<file path="src/rtl/wb_proj_driver_pkg.sv">
// Shared definitions for the project driver: register map, CTRL/STATUS field
// positions and the step-engine state encoding.
package wb_proj_driver_pkg;

    localparam logic [2:0] REG_CTRL   = 3'd0;
    localparam logic [2:0] REG_STATUS = 3'd1;
    localparam logic [2:0] REG_STIM   = 3'd2;
    localparam logic [2:0] REG_RESP   = 3'd3;

    localparam int CTRL_EN      = 0;
    localparam int CTRL_RUN     = 1;
    localparam int CTRL_SEL_LSB = 2;
    localparam int CTRL_DIV_LSB = 8;

    localparam int STAT_STIM_LSB = 0;
    localparam int STAT_RESP_LSB = 4;
    localparam int STAT_BUSY     = 8;
    localparam int STAT_OVF      = 9;
    localparam int STAT_UDF      = 10;

    typedef enum logic [1:0] {
        IDLE,
        SETUP,
        HIGH,
        SAMPLE
    } step_state_t;

endpackage

</file>
<file path="src/rtl/wb_proj_driver_sync_fifo.sv">
// Single-clock FIFO with show-ahead read data. Full/empty reflect the state
// before the current edge, so a simultaneous push and pop is always safe.
module sync_fifo
    import wb_proj_driver_pkg::*;
#(
    parameter int WIDTH = 8,
    parameter int DEPTH = 8
) (
    input  logic                     wb_clk_i,
    input  logic                     wb_rst_i,
    input  logic                     push,
    input  logic [WIDTH-1:0]         push_data,
    input  logic                     pop,
    output logic [WIDTH-1:0]         pop_data,
    output logic                     full,
    output logic                     empty,
    output logic [$clog2(DEPTH):0]   level
);

    localparam int AW = $clog2(DEPTH);
    localparam logic [AW:0] DEPTH_L = (AW + 1)'(DEPTH);

    logic [WIDTH-1:0] mem [DEPTH];
    logic [AW-1:0]    wr_ptr;
    logic [AW-1:0]    rd_ptr;
    logic [AW:0]      count;
    logic             push_ok;
    logic             pop_ok;

    assign full     = (count == DEPTH_L);
    assign empty    = (count == '0);
    assign level    = count;
    assign pop_data = mem[rd_ptr];
    assign push_ok  = push & ~full;
    assign pop_ok   = pop & ~empty;

    always_ff @(posedge wb_clk_i) begin
        if (push_ok) begin
            mem[wr_ptr] <= push_data;
        end
    end

    // Pointers wrap naturally because DEPTH is a power of two.
    always_ff @(posedge wb_clk_i) begin
        if (wb_rst_i) begin
            wr_ptr <= '0;
            rd_ptr <= '0;
            count  <= '0;
        end else begin
            if (push_ok) wr_ptr <= wr_ptr + 1'b1;
            if (pop_ok)  rd_ptr <= rd_ptr + 1'b1;
            case ({push_ok, pop_ok})
                2'b10:   count <= count + 1'b1;
                2'b01:   count <= count - 1'b1;
                default: count <= count;
            endcase
        end
    end

endmodule

</file>
<file path="src/rtl/wb_proj_driver.sv">
// Wishbone-controlled step engine that drives a selected project's inputs one
// vector per generated clock and captures its outputs into a response FIFO.
module wb_proj_driver
    import wb_proj_driver_pkg::*;
#(
    parameter int SEL_BITS    = 3,
    parameter int INPUT_BITS  = 16,
    parameter int OUTPUT_BITS = 16,
    parameter int FIFO_DEPTH  = 8
) (
    input  logic                   wb_clk_i,
    input  logic                   wb_rst_i,
    input  logic                   wbs_stb_i,
    input  logic                   wbs_cyc_i,
    input  logic                   wbs_we_i,
    input  logic [5:0]             wbs_adr_i,
    input  logic [31:0]            wbs_dat_i,
    output logic                   wbs_ack_o,
    output logic [31:0]            wbs_dat_o,
    output logic                   drv_en,
    output logic [SEL_BITS-1:0]    drv_sel,
    output logic                   drv_clk,
    output logic                   drv_rst_n,
    output logic [INPUT_BITS-1:0]  drv_in,
    input  logic [OUTPUT_BITS-1:0] drv_out
);

    localparam int LVL_W = $clog2(FIFO_DEPTH) + 1;

    logic                   wb_req, wb_wr, wb_rd;
    logic [2:0]             reg_sel;
    logic [31:0]            rdata;
    logic                   ctrl_en, ctrl_run, ovf, udf;
    logic [SEL_BITS-1:0]    ctrl_sel;
    logic [15:0]            ctrl_div;

    logic                   stim_push, stim_pop, stim_full, stim_empty;
    logic [INPUT_BITS:0]    stim_data;
    logic [LVL_W-1:0]       stim_lvl;
    logic                   resp_push, resp_pop, resp_full, resp_empty;
    logic [OUTPUT_BITS-1:0] resp_data;
    logic [LVL_W-1:0]       resp_lvl;

    step_state_t            state, state_next;
    logic [15:0]            cnt, cnt_next;
    logic                   busy;
    logic                   unused_bits;

    assign wb_req      = wbs_stb_i & wbs_cyc_i & ~wbs_ack_o;
    assign wb_wr       = wb_req & wbs_we_i;
    assign wb_rd       = wb_req & ~wbs_we_i;
    assign reg_sel     = wbs_adr_i[4:2];
    assign unused_bits = ^{wbs_adr_i[5], wbs_adr_i[1:0], wbs_dat_i};

    assign stim_push = wb_wr && (reg_sel == REG_STIM);
    assign resp_pop  = wb_rd && (reg_sel == REG_RESP) && !resp_empty;
    assign busy      = (state != IDLE);
    assign drv_clk   = (state == HIGH);
    assign drv_en    = ctrl_en;
    assign drv_sel   = ctrl_sel;

    sync_fifo #(.WIDTH(INPUT_BITS + 1), .DEPTH(FIFO_DEPTH)) u_stim_fifo (
        .wb_clk_i  (wb_clk_i),
        .wb_rst_i  (wb_rst_i),
        .push      (stim_push),
        .push_data ({wbs_dat_i[31], wbs_dat_i[INPUT_BITS-1:0]}),
        .pop       (stim_pop),
        .pop_data  (stim_data),
        .full      (stim_full),
        .empty     (stim_empty),
        .level     (stim_lvl)
    );

    sync_fifo #(.WIDTH(OUTPUT_BITS), .DEPTH(FIFO_DEPTH)) u_resp_fifo (
        .wb_clk_i  (wb_clk_i),
        .wb_rst_i  (wb_rst_i),
        .push      (resp_push),
        .push_data (drv_out),
        .pop       (resp_pop),
        .pop_data  (resp_data),
        .full      (resp_full),
        .empty     (resp_empty),
        .level     (resp_lvl)
    );

    always_comb begin
        rdata = '0;
        case (reg_sel)
            REG_CTRL: begin
                rdata[CTRL_EN]                     = ctrl_en;
                rdata[CTRL_RUN]                    = ctrl_run;
                rdata[CTRL_SEL_LSB +: SEL_BITS]    = ctrl_sel;
                rdata[CTRL_DIV_LSB +: 16]          = ctrl_div;
            end
            REG_STATUS: begin
                rdata[STAT_STIM_LSB +: 4] = 4'(stim_lvl);
                rdata[STAT_RESP_LSB +: 4] = 4'(resp_lvl);
                rdata[STAT_BUSY]          = busy;
                rdata[STAT_OVF]           = ovf;
                rdata[STAT_UDF]           = udf;
            end
            REG_RESP: begin
                if (!resp_empty) rdata = 32'(resp_data);
            end
            default: rdata = '0;
        endcase
    end

    // All register side effects happen on the request cycle; ack and data follow one cycle later.
    always_ff @(posedge wb_clk_i) begin
        if (wb_rst_i) begin
            wbs_ack_o <= 1'b0;
            wbs_dat_o <= '0;
            ctrl_en   <= 1'b0;
            ctrl_run  <= 1'b0;
            ctrl_sel  <= '0;
            ctrl_div  <= '0;
            ovf       <= 1'b0;
            udf       <= 1'b0;
        end else begin
            wbs_ack_o <= wb_req;
            wbs_dat_o <= wb_rd ? rdata : '0;
            if (wb_wr) begin
                case (reg_sel)
                    REG_CTRL: begin
                        ctrl_en  <= wbs_dat_i[CTRL_EN];
                        ctrl_run <= wbs_dat_i[CTRL_RUN];
                        ctrl_sel <= wbs_dat_i[CTRL_SEL_LSB +: SEL_BITS];
                        ctrl_div <= wbs_dat_i[CTRL_DIV_LSB +: 16];
                    end
                    REG_STATUS: begin
                        if (wbs_dat_i[STAT_OVF]) ovf <= 1'b0;
                        if (wbs_dat_i[STAT_UDF]) udf <= 1'b0;
                    end
                    REG_STIM: begin
                        if (stim_full) ovf <= 1'b1;
                    end
                    default: ;
                endcase
            end
            if (wb_rd && (reg_sel == REG_RESP) && resp_empty) udf <= 1'b1;
        end
    end

    always_ff @(posedge wb_clk_i) begin
        if (wb_rst_i) begin
            state <= IDLE;
            cnt   <= '0;
        end else begin
            state <= state_next;
            cnt   <= cnt_next;
        end
    end

    // Each phase lasts div+1 cycles; SAMPLE holds past zero while the response FIFO is full.
    always_comb begin
        state_next = state;
        cnt_next   = cnt;
        stim_pop   = 1'b0;
        resp_push  = 1'b0;
        case (state)
            IDLE: begin
                if (ctrl_run && !stim_empty) begin
                    stim_pop   = 1'b1;
                    state_next = SETUP;
                    cnt_next   = ctrl_div;
                end
            end
            SETUP: begin
                if (cnt == '0) begin
                    state_next = HIGH;
                    cnt_next   = ctrl_div;
                end else begin
                    cnt_next = cnt - 16'd1;
                end
            end
            HIGH: begin
                if (cnt == '0) begin
                    state_next = SAMPLE;
                    cnt_next   = ctrl_div;
                end else begin
                    cnt_next = cnt - 16'd1;
                end
            end
            SAMPLE: begin
                if (cnt != '0) begin
                    cnt_next = cnt - 16'd1;
                end else if (!resp_full) begin
                    resp_push  = 1'b1;
                    state_next = IDLE;
                end
            end
            default: state_next = IDLE;
        endcase
    end

    always_ff @(posedge wb_clk_i) begin
        if (wb_rst_i) begin
            drv_in    <= '0;
            drv_rst_n <= 1'b1;
        end else if (stim_pop) begin
            drv_in    <= stim_data[INPUT_BITS-1:0];
            drv_rst_n <= ~stim_data[INPUT_BITS];
        end
    end

endmodule
</file>
<file path="config.mk">
export PLATFORM = sky130hd
export DESIGN_NAME = wb_proj_driver
export DESIGN_NICKNAME = d
export VERILOG_FILES = /design/src/rtl/wb_proj_driver_pkg.sv /design/src/rtl/wb_proj_driver_sync_fifo.sv /design/src/rtl/wb_proj_driver.sv
export SDC_FILE = /design/constraint.sdc
export NUM_CORES = 1
export LEC_CHECK = 0
export BUFFER_PORTS_ARGS = -buffer_cell sky130_fd_sc_hd__buf_2
export CORE_MARGIN = 3
export CORE_UTILIZATION = 23
export DETAILED_ROUTE_END_ITERATION = 7
export PLACE_DENSITY = 0.37
export SLEW_MARGIN = 20
export SYNTH_ARGS = -nofsm -noshare
export SYNTH_HDL_FRONTEND = slang
export SYNTH_HIERARCHICAL = 1
export SYNTH_SLANG_ARGS = --single-unit
</file>
<file path="constraint.sdc">
create_clock -name wb_clk_i -period 5.4 [get_ports wb_clk_i]
set_input_delay 0 -clock wb_clk_i [delete_from_list [all_inputs] [get_ports wb_clk_i]]
set_output_delay 0 -clock wb_clk_i [all_outputs]
set_load 0.01 [all_outputs]
</file>
==> results of run 1 <==
[through the flow]
step                      cell area [sq um]  setup WS, ns
after floorplan                       15100          1.43
after global placement                16600          1.66
after detailed placement              16600          1.64
after CTS                             18600          1.63
after global routing                  18600          1.41
final                                 18700          1.59
[worst max path at each step]
stage | startpoint | to | slack [ns]
2_1_floorplan | wbs_ack_o$_SDFF_PP0_ | u_stim_fifo/mem[0][0]$_DFFE_PP_ | 1.43
3_3_place_gp | cnt[0]$_SDFFE_PP0P_ | u_resp_fifo/level[2]$_SDFFE_PP0P_ | 1.66
3_5_place_dp | cnt[0]$_SDFFE_PP0P_ | u_resp_fifo/level[2]$_SDFFE_PP0P_ | 1.64
4_1_cts | cnt[0]$_SDFFE_PP0P_ | u_resp_fifo/level[2]$_SDFFE_PP0P_ | 1.63
5_1_grt | cnt[0]$_SDFFE_PP0P_ | u_resp_fifo/level[2]$_SDFFE_PP0P_ | 1.41
6_report | cnt[0]$_SDFFE_PP0P_ | u_resp_fifo/level[2]$_SDFFE_PP0P_ | 1.59
[what timing repair did]
item | in CTS | in global routing
setup endpoints to repair | 0 | 0
endpoints found under the hold margin | 302 | 0
hold buffers | 54 | 0
[kinds of logic after synthesis]
kind of cell / Yosys count / synth area share, %
mux: 106 / 13.2
other cells: 1 / 0.0249
buf+inv: 74 / 2.71
compound gates: 130 / 5.84
xor+xnor: 14 / 0.914
fa+ha+maj: 16 / 1.33
flops: 373 / 67.2
simple gates: 262 / 8.77
[power groups by stage]
stage / sequential (mW) / combinational [mW] / clock, mW
6_report: 3.06 / 0.124 / 3.06
2_1_floorplan: 3.12 / 0.0363 / 0
4_1_cts: 3.06 / 0.127 / 3.19
3_3_place_gp: 3.12 / 0.0935 / 0
5_1_grt: 3.06 / 0.139 / 3.30
3_5_place_dp: 3.12 / 0.0953 / 0
[state kept, by name (all words and copies together), names as in the netlist, named ones only]
signal / flops
u_stim_fifo/mem: 136
u_resp_fifo/mem: 128
wbs_dat_o: 24
cnt: 16
ctrl_div: 16
drv_in: 16
u_resp_fifo/level: 4
u_stim_fifo/level: 4
drv_sel: 3
u_resp_fifo/rd_ptr: 3
u_resp_fifo/wr_ptr: 3
u_stim_fifo/rd_ptr: 3
u_stim_fifo/wr_ptr: 3
state: 2
ctrl_run: 1
drv_en: 1
drv_rst_n: 1
ovf: 1
udf: 1
wbs_ack_o: 1
[area by class of cell]
class | instances | share of cell area [%]
sequential | 373 | 54.2
timing repair buffer | 178 | 6.63
multi-input combinational | 536 | 24.9
clock inverter | 32 | 2.09
tap | 855 | 5.74
antenna | 5 | 0.0671
clock buffer | 49 | 6.06
inverter | 15 | 0.302
[layout by cell type (no fill, tap or decap), types with 9 or more instances in the layout]
master / n
sky130_fd_sc_hd__a21oi_1: 56
sky130_fd_sc_hd__a22oi_1: 9
sky130_fd_sc_hd__and3_1: 15
sky130_fd_sc_hd__buf_2: 94
sky130_fd_sc_hd__buf_4: 30
sky130_fd_sc_hd__clkbuf_16: 44
sky130_fd_sc_hd__clkinv_1: 13
sky130_fd_sc_hd__dfxtp_1: 106
sky130_fd_sc_hd__dlygate4sd3_1: 54
sky130_fd_sc_hd__edfxtp_1: 264
sky130_fd_sc_hd__ha_1: 16
sky130_fd_sc_hd__inv_1: 14
sky130_fd_sc_hd__mux2_2: 35
sky130_fd_sc_hd__mux4_1: 17
sky130_fd_sc_hd__mux4_2: 49
sky130_fd_sc_hd__nand2_1: 101
sky130_fd_sc_hd__nand3_1: 13
sky130_fd_sc_hd__nor2_1: 55
sky130_fd_sc_hd__nor3_2: 9
sky130_fd_sc_hd__xor2_1: 10
[critical path, delay by kind of cell, from the launching register on]
family / cells / cell delay, ns
adder cells (fa/ha/maj): 3 / 0.70
AND/OR/NAND/NOR: 6 / 2.02
buffers and inverters: 1 / 0.15
XOR/XNOR: 2 / 0.26
AO/OA/AOI/OAI: 2 / 0.29
flip-flops: 1 / 0.31
[layer usage]
metal / track usage, % / routed length, um / vias to the layer above
met5: 0 / 0 / -
met4: 3.54 / 933 / 0
met3: 2.50 / 2060 / 53
met2: 18.4 / 18400 / 191
met1: 16.8 / 19300 / 4466
li1: - / - / 4139
==> flow_summary.yaml, run 1 <==
status:
  status: "finished, final reports clean"
timing:
  period_minus_slack_ns: 3.81
  rsz0062_at_grt: "no"
  pin_slew_with_the_least_headroom_to_its_limit_ns: 1.03
  fraction_of_the_cycle_the_final_worst_path_needs_pct: 70.6
  timing.fmax_ghz: 0.262
  setup_tns_ns: 0
  hold_ws_ns: 0.227
  clock-skew-final_ns: 0.0213
  report.final.slew_viol_count: 0
  finalHoldViolations: 0
  report.final.setup_viol: 0
  worst_slew_margin_rel_pct: 31.1
setup_path:
  worstSetupEndpointType: "flop"
  timing.critical_path.cells: "inv_1, ha_1, or4b_4, nor4_1, nand2_1, nor2_1, nand2_8, ha_1, xor2_1, ha_1, a21oi_1, xor2_1, or3_1, a21oi_1"
  worstPathRequired_ns: 5.89
  rr_startpoint: "cnt[0]$_SDFFE_PP0P_"
  start_kind: "flop"
  reg2reg_to: "u_resp_fifo/level[2]$_SDFFE_PP0P_"
  timing.critical_path.slowest_stage_cell: "sky130_fd_sc_hd__or4b_4"
  worst-r2r-cell-count: 14
  crit_path_max_fanout: 8
  timing.critical_path.slowest_cell_delay_ns: 0.51
  critPathMostFrequentCell: "sky130_fd_sc_hd__ha_1"
  ws_path_type: "reg2reg"
  worst-endpoint-arrival_ns: 4.30
  reg2reg_slack_ns: 1.59
worst_hold_path:
  worstHoldPathCells: 2
  worst_hold_path.endpoint: "u_stim_fifo/mem[3][6]$_DFFE_PP_"
  hp-class: "in2reg"
  hold_start: "wbs_dat_i[6]"
power:
  power.clock.fraction_pct: 49.0
  seq_power_share_pct: 49.0
  p_comb_share_pct: 2.0
  sw_frac_of_total_pct: 20.6
  p_leak_nw: 6.26
  p_switching_mw: 1.29
  post-layout-total-power_mw: 6.25
  irDropWorstVdd_mv: 0.210
  power_report.internal_total_mw: 4.96
  cellPowerDensity_mw_per_mm2: 335
global_routing:
  grt_first_pass_wirelength_um: 60500
  grt_start_max_net_pins: 74
  gr-total-overflow: 0
  grt_antenna_before_repair: 7
  grt_util_all_layers_pct: 11.9
  first_global_vias: 8998
drt:
  vias: 8849
  drt_first_iter_violations: 509
  antenna_violating_nets_post_route: 0
  drt_drc: 0
  drt-total-wl_um: 40600
  average_via_count_per_standard_cell: 4.33
  avgRoutedWirePerCell_um: 19.9
  drt_pre_antenna_iters: 5
floorplanning:
  fp.dieArea_sq_mm: 0.0686
  die_h_um: 262
  floorplan.initialDensity_pct: 23.3
  floorplan_core_area_sq_mm: 0.0646
  floorplan.rows: 93
  design.portCount: 114
  floorplan.die.width_um: 262
yosys:
  synth_top_area_share_pct: 52.7
  synthFlopType: "sky130_fd_sc_hd__edfxtp_1"
  syn-mean-instance-area_sq_um: 15.4
  most_frequently_used_cell_type_in_the_post_synthesis_netlist: "sky130_fd_sc_hd__edfxtp_1"
  postSynthRegisterBits: 373
  number_of_flops_mapped_to_enable_cells_by_yosys: 264
  ys_async_sr_fraction_pct: 0
  yosys-top-cells-count: "sky130_fd_sc_hd__edfxtp_1 (264), sky130_fd_sc_hd__dfxtp_1 (109), sky130_fd_sc_hd__nand2_1 (101), sky130_fd_sc_hd__nor2_1 (58), sky130_fd_sc_hd__a21oi_1 (56)"
  netlist-cell-type-count: 70
  synth_top_area_cell: "sky130_fd_sc_hd__edfxtp_1"
  synth_cells: 976
  seq_area_frac_synth_pct: 67.2
  total_standard_cell_area_after_synthesis_sq_mm: 0.0151
  post_synth_main_area_contributors: "sky130_fd_sc_hd__edfxtp_1 (53%), sky130_fd_sc_hd__dfxtp_1 (14%), sky130_fd_sc_hd__mux4_2 (7.3%), sky130_fd_sc_hd__mux4_1 (3.0%), sky130_fd_sc_hd__mux2_2 (2.6%)"
  yosys_warnings: 6
cells_and_area:
  design.final.nets: 1223
  sequential_cell_area_sq_mm: 0.0101
  layout.cells.non_filler: 2043
  utilization_pct: 28.9
  n_fill_cell: 6542
  syn_to_final_growth_pct: 23.9
  fraction_of_final_layout_cells_with_drive_strength_greater_than_1_pct: 26.2
  multi_input_comb_area_sq_mm: 0.00464
clock_tree:
  tritoncts.num_buffers: 44
  clkSinkCount: 373
  cts_setup_buffers: 0
  max-clock-path-buffers: 3
  ctsHtreeMaxLevel: 2
  clkLatencyLatePin_ns: 0.57
  worst_setup_hold_path_clk_slew_ns: 0.06
  post_cts.resized_instances: 0
  cts_tree: "done"
  cts.root.buffer_cell: "sky130_fd_sc_hd__clkbuf_16"
job:
  cap_violations: 0
place:
  detailed_place_hpwl_um: 25200
  io_buffer_count: 95
  dp.cells: 1903
  place_congestion: 0.728
Power figures use the tool's default switching activity.
==> run 2: changes to the inputs <==
--- a/config.mk
+++ b/config.mk
@@ -5,6 +5,7 @@
 export SDC_FILE = /design/constraint.sdc
 export NUM_CORES = 1
 export LEC_CHECK = 0
+export ABC_AREA = 1
 export BUFFER_PORTS_ARGS = -buffer_cell sky130_fd_sc_hd__buf_2
 export CORE_MARGIN = 3
 export CORE_UTILIZATION = 23
==> constraint.sdc (replaced) <==
create_clock -name wb_clk_i -period 3.52 [get_ports wb_clk_i]
set_input_delay 0 -clock wb_clk_i [delete_from_list [all_inputs] [get_ports wb_clk_i]]
set_output_delay 0 -clock wb_clk_i [all_outputs]
set_load 0.01 [all_outputs]
==> run 2 against run 1 <==
Net effect:
- total power grew 74%
- via count rose by 23%
- global-route usage up 0.34 points
- non-clock buffer count up 6
- synthesized cell count increased by 53%
- synthesized area up 4.0%
- die area grew 3.9%
- largest power group is now the clock network
- critical endpoint is now u_stim_fifo/mem[5][16]$_DFFE_PP_
- combinational power rose to 9.3 times the previous value
- worst hold slack worse by 0.039 ns
==> flow_summary.yaml, run 2 <==
setup_path:
  worst-endpoint-arrival_ns: 3.16
  timing.critical_path.slowest_stage_cell: "sky130_fd_sc_hd__dlygate4sd3_1"
  critPathBufInv: 5
  worstSetupEndpointType: "flop"
  critical-path-top-delay-family: "simple AND/OR/NAND/NOR gates"
  crit_path_max_fanout: 8
  ws_path_type: "in2reg"
  timing.critical_path.cells: "dlygate4sd3_1, buf_2, nand2_1, dlygate4sd3_1, nor2_1, nand2_1, nor3_1, nand2_2, nor2_1, inv_1, nor2_2, buf_4"
  start_kind: "primary input"
  timing.critical_path.slowest_cell_delay_ns: 0.55
  worstPathRequired_ns: 3.82
timing:
  setup_tns_ns: 0
  timing.fmax_ghz: 0.349
  period_minus_slack_ns: 2.87
  finalHoldViolations: 0
  fraction_of_the_cycle_the_final_worst_path_needs_pct: 81.4
  worst_slew_margin_rel_pct: 51.4
  clock-skew-final_ns: 0.0303
  report.final.slew_viol_count: 0
  report.final.setup_viol: 0
  pin_slew_with_the_least_headroom_to_its_limit_ns: 0.729
  rsz0062_at_grt: "no"
global_routing:
  grt_first_pass_wirelength_um: 66000
  grt_antenna_before_repair: 2
  grt_util_all_layers_pct: 12.3
  gr-total-overflow: 0
  first_global_vias: 10600
  grt_start_max_net_pins: 50
yosys:
  synth_cells: 1498
  number_of_flops_mapped_to_enable_cells_by_yosys: 264
  seq_area_frac_synth_pct: 64.6
  ys_async_sr_fraction_pct: 0
  most_frequently_used_cell_type_in_the_post_synthesis_netlist: "sky130_fd_sc_hd__nand2_1"
  netlist-cell-type-count: 42
  synth_top_area_share_pct: 50.6
  total_standard_cell_area_after_synthesis_sq_mm: 0.0157
  postSynthRegisterBits: 373
  yosys_warnings: 6
  post_synth_main_area_contributors: "sky130_fd_sc_hd__edfxtp_1 (51%), sky130_fd_sc_hd__dfxtp_1 (14%), sky130_fd_sc_hd__nand2_1 (6.4%), sky130_fd_sc_hd__nor2_1 (6.3%), sky130_fd_sc_hd__o21ai_0 (4.8%)"
  synth_top_area_cell: "sky130_fd_sc_hd__edfxtp_1"
  synthFlopType: "sky130_fd_sc_hd__edfxtp_1"
  syn-mean-instance-area_sq_um: 10.5
  yosys-top-cells-count: "sky130_fd_sc_hd__nand2_1 (265), sky130_fd_sc_hd__edfxtp_1 (264), sky130_fd_sc_hd__nor2_1 (262), sky130_fd_sc_hd__o21ai_0 (149), sky130_fd_sc_hd__dfxtp_1 (109)"
clock_tree:
  worst_setup_hold_path_clk_slew_ns: 0.06
  clkLatencyLatePin_ns: 0.59
  tritoncts.num_buffers: 46
  cts_setup_buffers: 0
  max-clock-path-buffers: 3
  cts_tree: "done"
  clkSinkCount: 373
  cts.root.buffer_cell: "sky130_fd_sc_hd__clkbuf_16"
  post_cts.resized_instances: 0
  ctsHtreeMaxLevel: 2
power:
  post-layout-total-power_mw: 10.9
  irDropWorstVdd_mv: 0.306
  p_comb_share_pct: 10.6
  sw_frac_of_total_pct: 25.4
  seq_power_share_pct: 44.2
  p_switching_mw: 2.77
  power.clock.fraction_pct: 45.2
  power_report.internal_total_mw: 8.14
  cellPowerDensity_mw_per_mm2: 567
  p_leak_nw: 7.17
drt:
  drt_pre_antenna_iters: 5
  drt-total-wl_um: 44300
  drt_first_iter_violations: 569
  average_via_count_per_standard_cell: 4.24
  antenna_violating_nets_post_route: 0
  vias: 10900
  drt_drc: 0
  avgRoutedWirePerCell_um: 17.2
cells_and_area:
  layout_top_registers: "u_stim_fifo/mem: 136 flops, u_resp_fifo/mem: 128 flops, wbs_dat_o: 24 flops"
  sequential_cell_area_sq_mm: 0.0101
  fraction_of_final_layout_cells_with_drive_strength_greater_than_1_pct: 16.4
  num_antenna_cells: 0
  multi_input_comb_area_sq_mm: 0.00477
  final_common_cell: "sky130_fd_sc_hd__nand2_1"
  largest-register: "u_stim_fifo/mem"
  n_fill_cell: 7050
  design.final.nets: 1738
  largest_reg_flops: 136
  syn_to_final_growth_pct: 22.9
  final_cell_mix: "sky130_fd_sc_hd__nand2_1 (265), sky130_fd_sc_hd__edfxtp_1 (264), sky130_fd_sc_hd__nor2_1 (254), sky130_fd_sc_hd__o21ai_0 (149), sky130_fd_sc_hd__dfxtp_1 (105)"
floorplanning:
  fp.dieArea_sq_mm: 0.0712
  floorplan.initialDensity_pct: 23.3
  floorplan_core_area_sq_mm: 0.0673
  design.portCount: 114
  floorplan.die.width_um: 267
  die_h_um: 267
  floorplan.rows: 95
worst_hold_path:
  hp-class: "in2reg"
place:
  detailed_place_hpwl_um: 28100
  io_buffer_count: 95
  place_congestion: 0.751
status:
  status: "finished, final reports clean"
job:
  cap_violations: 0
## run 2: cell types whose count changed in the layout (fill, tap and decap cells not counted), sizes merged, moves of 10 or more
cell,previous run,this run
nor4,10,0
o21ai,8,183
o22ai,4,33
mux2i,5,33
nand2,105,274
inv,15,93
nor2,58,280
and3,15,0
mux2,35,0
nand3,15,43
buf,124,135
mux4,66,0
## run 2: timing repair
action	4_1_cts	5_1_grt
hold endpoints to repair	299	0
setup endpoints to repair	0	0
hold buffers	49	0
## run 2: cell families after synthesis
family | Yosys count | synth area share (%)
xor+xnor | 11 | 0.615
other cells | 1 | 0.0240
mux | 33 | 2.11
buf+inv | 168 | 5.27
fa+ha+maj | 16 | 1.28
compound gates | 282 | 9.70
flops | 373 | 64.6
simple gates | 614 | 16.4
## run 2: stage by stage
step / setup slack (ns) / instance area, sq um / hold WS [ns] / utilization, % / instances
2_1_floorplan: 0.980 / 15700 / 0.0989 / - / 1505
3_3_place_gp: 0.833 / 17100 / 0.241 / 25.5 / 2439
3_5_place_dp: 0.862 / 17100 / 0.237 / 25.5 / 2439
4_1_cts: 0.681 / 19200 / 0.162 / 28.6 / 2574
5_1_grt: 0.383 / 19200 / 0.212 / 28.6 / 2574
6_report: 0.654 / 19200 / 0.188 / 28.6 / 2574
## run 2: final timing paths
check	from	endpoint	slack [ns]	cells past startpoint
max	wbs_cyc_i	u_stim_fifo/mem[5][16]$_DFFE_PP_	0.65	12
max reg2reg	cnt[0]$_SDFFE_PP0P_	u_resp_fifo/level[2]$_SDFFE_PP0P_	0.85	18
min	wbs_dat_i[22]	ctrl_div[14]$_SDFFE_PP0P_	0.19	4
min reg2reg	ctrl_div[8]$_SDFFE_PP0P_	wbs_dat_o[16]$_SDFF_PP0_	0.46	2
## run 2: metal layers
layer  vias up  global-route usage (%)  share of wire [%]
met5         -                       0              0.047
met4         4                    3.05                1.6
met3        55                    2.18                3.8
met2       166                    20.1                 47
met1      5268                    16.7                 48
li1       5422                       -                  -
## run 2: area by class of cell
cell class,instances,share of cell area [%]
multi-input cells,964,24.8
repair buffers,184,6.78
clock buffers,57,6.41
inverters,94,1.85
well taps,873,5.68
flip-flops and latches,373,52.6
clock inverters,29,1.91
## run 2: power groups by stage
| stage | sequential, mW | clock (mW) | combinational [mW] |
|---|---|---|---|
| 2_1_floorplan | 4.90 | 0 | 0.893 |
| 3_3_place_gp | 4.91 | 0 | 1.13 |
| 3_5_place_dp | 4.92 | 0 | 1.13 |
| 4_1_cts | 4.82 | 5.10 | 1.18 |
| 5_1_grt | 4.83 | 5.26 | 1.32 |
| 6_report | 4.82 | 4.93 | 1.15 |
## run 2: worst reg2reg max path, cell delays in order (launching register included)
cell and delay [ns]:
sky130_fd_sc_hd__dfxtp_1 0.29, sky130_fd_sc_hd__inv_1 0.12, sky130_fd_sc_hd__ha_1 0.19, sky130_fd_sc_hd__inv_1 0.04
sky130_fd_sc_hd__nor2_1 0.08, sky130_fd_sc_hd__nand2_1 0.09, sky130_fd_sc_hd__nor2_4 0.11, sky130_fd_sc_hd__nand2_1 0.09
sky130_fd_sc_hd__nor3_1 0.29, sky130_fd_sc_hd__nand2_2 0.19, sky130_fd_sc_hd__ha_1 0.28, sky130_fd_sc_hd__nand2_1 0.08
sky130_fd_sc_hd__inv_1 0.05, sky130_fd_sc_hd__nor2_1 0.12, sky130_fd_sc_hd__ha_1 0.16, sky130_fd_sc_hd__a21oi_1 0.05
sky130_fd_sc_hd__xnor2_1 0.14, sky130_fd_sc_hd__o21ai_0 0.15, sky130_fd_sc_hd__inv_1 0.05
